==> config.mk <==
export PLATFORM = sky130hd
export DESIGN_NAME = seg7_scan
export DESIGN_NICKNAME = d
export VERILOG_FILES = /design/src/rtl/seg7_scan.sv
export SDC_FILE = /design/constraint.sdc
export NUM_CORES = 1
export LEC_CHECK = 0
export BUFFER_PORTS_ARGS = -buffer_cell sky130_fd_sc_hd__buf_2
export CAP_MARGIN = 20
export CELL_PAD_IN_SITES_DETAIL_PLACEMENT = 0
export CELL_PAD_IN_SITES_GLOBAL_PLACEMENT = 1
export CORE_MARGIN = 2
export CORE_UTILIZATION = 35
export CTS_CLUSTER_DIAMETER = 200
export DETAILED_ROUTE_END_ITERATION = 16
export PLACE_DENSITY = 0.72
export REMOVE_ABC_BUFFERS = 1
export SLEW_MARGIN = 20
export SYNTH_ARGS = -nofsm -noshare
export SYNTH_HDL_FRONTEND = slang
export SYNTH_SLANG_ARGS = --single-unit
==> constraint.sdc <==
create_clock -name clk -period 3 [get_ports clk]
set_input_delay 0.45 -clock clk [delete_from_list [all_inputs] [get_ports clk]]
set_output_delay 0.45 -clock clk [all_outputs]
set_load 0.01 [all_outputs]
==> src/rtl/seg7_scan.sv <==
// seg7_scan: 4-digit multiplexed 7-segment scan controller with a per-frame shadow capture.
// Define LEADING_ZERO_BLANK_EN to suppress leading-zero digits (shadow values only).
module seg7_scan #(
   parameter int SCAN_DIV     = 50000,
   parameter int BLANK_CYCLES = 500
) (
   input  logic        clk,
   input  logic        clr_n,
   input  logic [15:0] value,
   input  logic [3:0]  dp_in,
   output logic [3:0]  x,
   output logic [3:0]  an,
   output logic        dp,
   output logic        frame_tick
);
   localparam int PW = (SCAN_DIV > 1) ? $clog2(SCAN_DIV) : 1;
   localparam logic [PW-1:0] TERM = PW'(SCAN_DIV - 1);

   logic [PW-1:0] presc_reg;
   logic [PW-1:0] presc_next;
   logic [1:0]    idx_reg;
   logic [15:0]   shadow_val_reg;
   logic [3:0]    shadow_dp_reg;
   logic          wrap;
   logic          frame_end;
   logic          blank;
   logic [3:0]    cur_nib;
   logic [3:0]    supp;
   logic [3:0]    sel;
   logic [3:0]    an_next;
   logic          dp_next;

   assign wrap       = (presc_reg == TERM);
   assign frame_end  = wrap && (idx_reg == 2'd3);
   assign presc_next = wrap ? '0 : presc_reg + 1'b1;
   assign cur_nib    = shadow_val_reg[{idx_reg, 2'b00} +: 4];

   generate
      if (BLANK_CYCLES == 0) begin : g_noblank
         assign blank = 1'b0;
      end else begin : g_blank
         localparam logic [PW-1:0] BLANK_L = PW'(BLANK_CYCLES);
         assign blank = (presc_reg < BLANK_L);
      end
   endgenerate

   genvar gi;

`ifdef LEADING_ZERO_BLANK_EN
   // A digit is dark only if it and everything above it is zero with no dp requested.
   assign supp[0] = 1'b0;
   generate
      for (gi = 1; gi < 4; gi++) begin : g_supp
         assign supp[gi] = (shadow_val_reg[15:4*gi] == '0) && (shadow_dp_reg[3:gi] == '0);
      end
   endgenerate
`else
   assign supp = 4'b0000;
`endif

   generate
      for (gi = 0; gi < 4; gi++) begin : g_an
         assign sel[gi]     = (idx_reg == 2'(gi));
         assign an_next[gi] = ~sel[gi] | blank | supp[gi];
      end
   endgenerate

   assign dp_next = blank | supp[idx_reg] | ~shadow_dp_reg[idx_reg];

   always_ff @(posedge clk or negedge clr_n) begin
      if (!clr_n) begin
         presc_reg      <= '0;
         idx_reg        <= 2'd0;
         shadow_val_reg <= 16'h0000;
         shadow_dp_reg  <= 4'h0;
         x              <= 4'h0;
         an             <= 4'hF;
         dp             <= 1'b1;
         frame_tick     <= 1'b0;
      end else begin
         presc_reg <= presc_next;
         if (wrap) begin
            idx_reg <= idx_reg + 2'd1;
         end
         // Capture only at the frame boundary so a changing count never tears mid-scan.
         if (frame_end) begin
            shadow_val_reg <= value;
            shadow_dp_reg  <= dp_in;
         end
         x          <= cur_nib;
         an         <= an_next;
         dp         <= dp_next;
         frame_tick <= frame_end;
      end
   end
endmodule

==> out/qor.txt <==
yosys warns: 0
area occupied by multi-input gates: 887 µm²
mean area per synthesized cell: 14.3 µm²
first-pass GRT wire length: 6.25 mm
max-cap violations: 0
total grt overflow: 0
Startpoint Class: flop
number of port buffers: 31
clk sinks: 48
RSZ-0062 raised after global routing: false
post-synthesis adder-cell area fraction: 2.92%
LEAKAGE: 1.15 nW
dpl ws: 0.805 ns
Layout Cell Area excl Fill: 2470 µm²
CP Class: reg2reg
worst min-delay path category: in2async
register area share after synthesis: 56.4%
Layout area overhead: 15.5%
Crit Path Max Fanout: 20
CTS tree: yes
First DRT Iteration DRCs: 97
commonest non-fill, non-tap cell in the layout: dfrtp_1
final hold vios: 0
# fillers: 541
GRT Overall Usage: 12.4%
proportion of synthesized area in mux cells: 19.3%
Max Freq: 457 MHz
initial core utilization: 36.2%
Peak VDD IR: 255 µV
pwr/cell area: 479 nW/µm²
post-synthesis compound-gate area fraction: 1.46%
DRC violation count after routing: 0
via count: 1278
Max Buffers Root-to-Sink: 2
number of setup buffers added after CTS: 0
initial antenna violation count: 0
die area: 6760 µm²
CTS Root Cell: clkbuf_8
Cell Rows: 28
commonest cells after routing, fill and taps aside: dfrtp_1, buf_2, mux2_4
post-synthesis simple-gate area fraction: 12.4%
# diodes: 0
worst path required time: 3.19 ns
Finished Core Util: 41.8%
worst path arrival time: 2.38 ns
min setup slack post-route: 0.810 ns
layout cells sized above 1: 39.7%
gp weighted congestion: 0.758
Tightest Pin Transition: 0.684 ns
hpwl dp: 2.56 mm
Final Max Tran Viols: 0
DRT Pass-1 Iters: 4
# IOs: 32
synthesized cell area: 2140 µm²
xor/xnor share of the synthesized area: 5.32%
Rel. slew slack: 54.3%
Tmin final: 2.19 ns
clk_skew: 0.00470 ns
CP endpoint kind: flop
vias in the first global route: 1324
# setup viols final: 0
largest net degree at the start of global routing: 49
Cells after Synth: 150
Die Span Y: 82.2 µm
outcome: finished clean
# hold bufs at CTS: 0
Routed Antenna Nets: 0
H-tree depth: 2
chip width: 82.2 µm
largest family of logic cells by synthesized area: multiplexers
Cell variety after synth: 32
placed cell areas: 2360 µm²
vias per cell: 4.93
FF+latch count, synth: 48
Total Wirelength: 3.68 mm
setup TNS: 0 ns
number of clock buffers inserted by TritonCTS: 5
cts repair resizes: 0
core area: 5920 µm²
Final nets: 210
Worst-path clk slew: 0.09 ns
Reg area: 1210 µm²
Final Power: 0.00118 W
Tcrit/Tclk final: 73.0%
Clk Latency, worst-skew pair: 0.30 ns
wire length per cell: 14.2 µm
-- power breakdown --
group | leakage [nW] | switching, W | total [W] | internal [W]
Combinational | 0.512 | 0.0000217 | 0.0000553 | 0.0000336
Clock | 0.0541 | 0.000211 | 0.000458 | 0.000247
Sequential | 0.583 | 0.00000841 | 0.000672 | 0.000663
-- cells in the mapped netlist, drive strengths merged --
cell type  count  area share, %
dfrtp         43             50
nor3           1           0.23
and3           2           0.58
buf            3            1.3
o2111ai        1           0.41
nand4          3           0.88
nand2         11            2.0
xor2           7            2.9
nand4bb        1           0.53
nand3          8            1.9
o21ai          2           0.47
o31ai          1           0.35
mux4           5            5.3
or4            2           0.88
and2           1           0.29
nor4           4            1.9
and4           2           0.82
nand3b         1           0.35
ha             5            2.9
nor2           8            1.4
mux2          20             14
nor2b          1           0.29
xnor2          6            2.5
nand4b         1           0.41
a21oi          1           0.23
dfstp          5            6.1
inv            2           0.35
clkbuf         3           0.53
-- metrics by stage --
step           hold slack [ns]  cells
2_1_floorplan            0.154    144
3_3_place_gp             0.474    251
3_5_place_dp             0.480    251
4_1_cts                  0.366    259
5_1_grt                  0.189    259
6_report                 0.152    259
-- critical path, cell delays in order, from the launching register on --
cell and delay, ns:
dfrtp_1 0.43, or4_4 0.58, nor4_4 0.18, nand2_2 0.44, mux2_4 0.45
-- path summary, 6_finish.rpt --
kind / slack, ns / startpoint / endpoint / depth (start not counted)
worst max-delay path: 0.81 / presc_reg[11] / shadow_val_reg[12] / 4
worst min-delay path: 0.15 / clr_n / presc_reg[7] / 1
worst max register to register: 0.81 / presc_reg[11] / shadow_val_reg[12] / 4
worst min register to register: 0.49 / presc_reg[0] / presc_reg[0] / 1
max in group asynchronous: 2.46 / clr_n / presc_reg[3] / 1
min in group clk: 0.37 / value[5] / shadow_val_reg[5] / 2
-- metal layers --
metal / routed length, µm / part of all wire (%) / vias up / GRT usage, %
met3: 174 / 4.7 / 6 / 3.48
met2: 1730 / 47 / 35 / 19.5
met5: 0 / 0 / - / 0
li1: - / - / 596 / -
met1: 1740 / 47 / 641 / 16.8
met4: 38 / 1.0 / 0 / 3.50
-- cell families (layout without fill, tap and decap cells) --
logic type               count (synthesis)  count (layout)
multiplexers                            25              25
AND/OR/NAND/NOR                         46              46
flip-flops                              48              48
XOR/XNOR                                13              13
buffers and inverters                    8              42
adder cells (fa/ha/maj)                  5               5
AO/OA/AOI/OAI                            5               5
-- area by class of cell --
| cell class | instances | area share [%] |
|---|---|---|
| Clock inverter | 3 | 1.72 |
| Clock buffer | 5 | 2.78 |
| Timing Repair Buffer | 32 | 6.68 |
| Multi-Input combinational cell | 94 | 35.9 |
| Sequential cell | 48 | 48.8 |
| Tap cell | 75 | 3.80 |
| Inverter | 2 | 0.304 |
No activity file was read; power rests on OpenSTA's default activity.
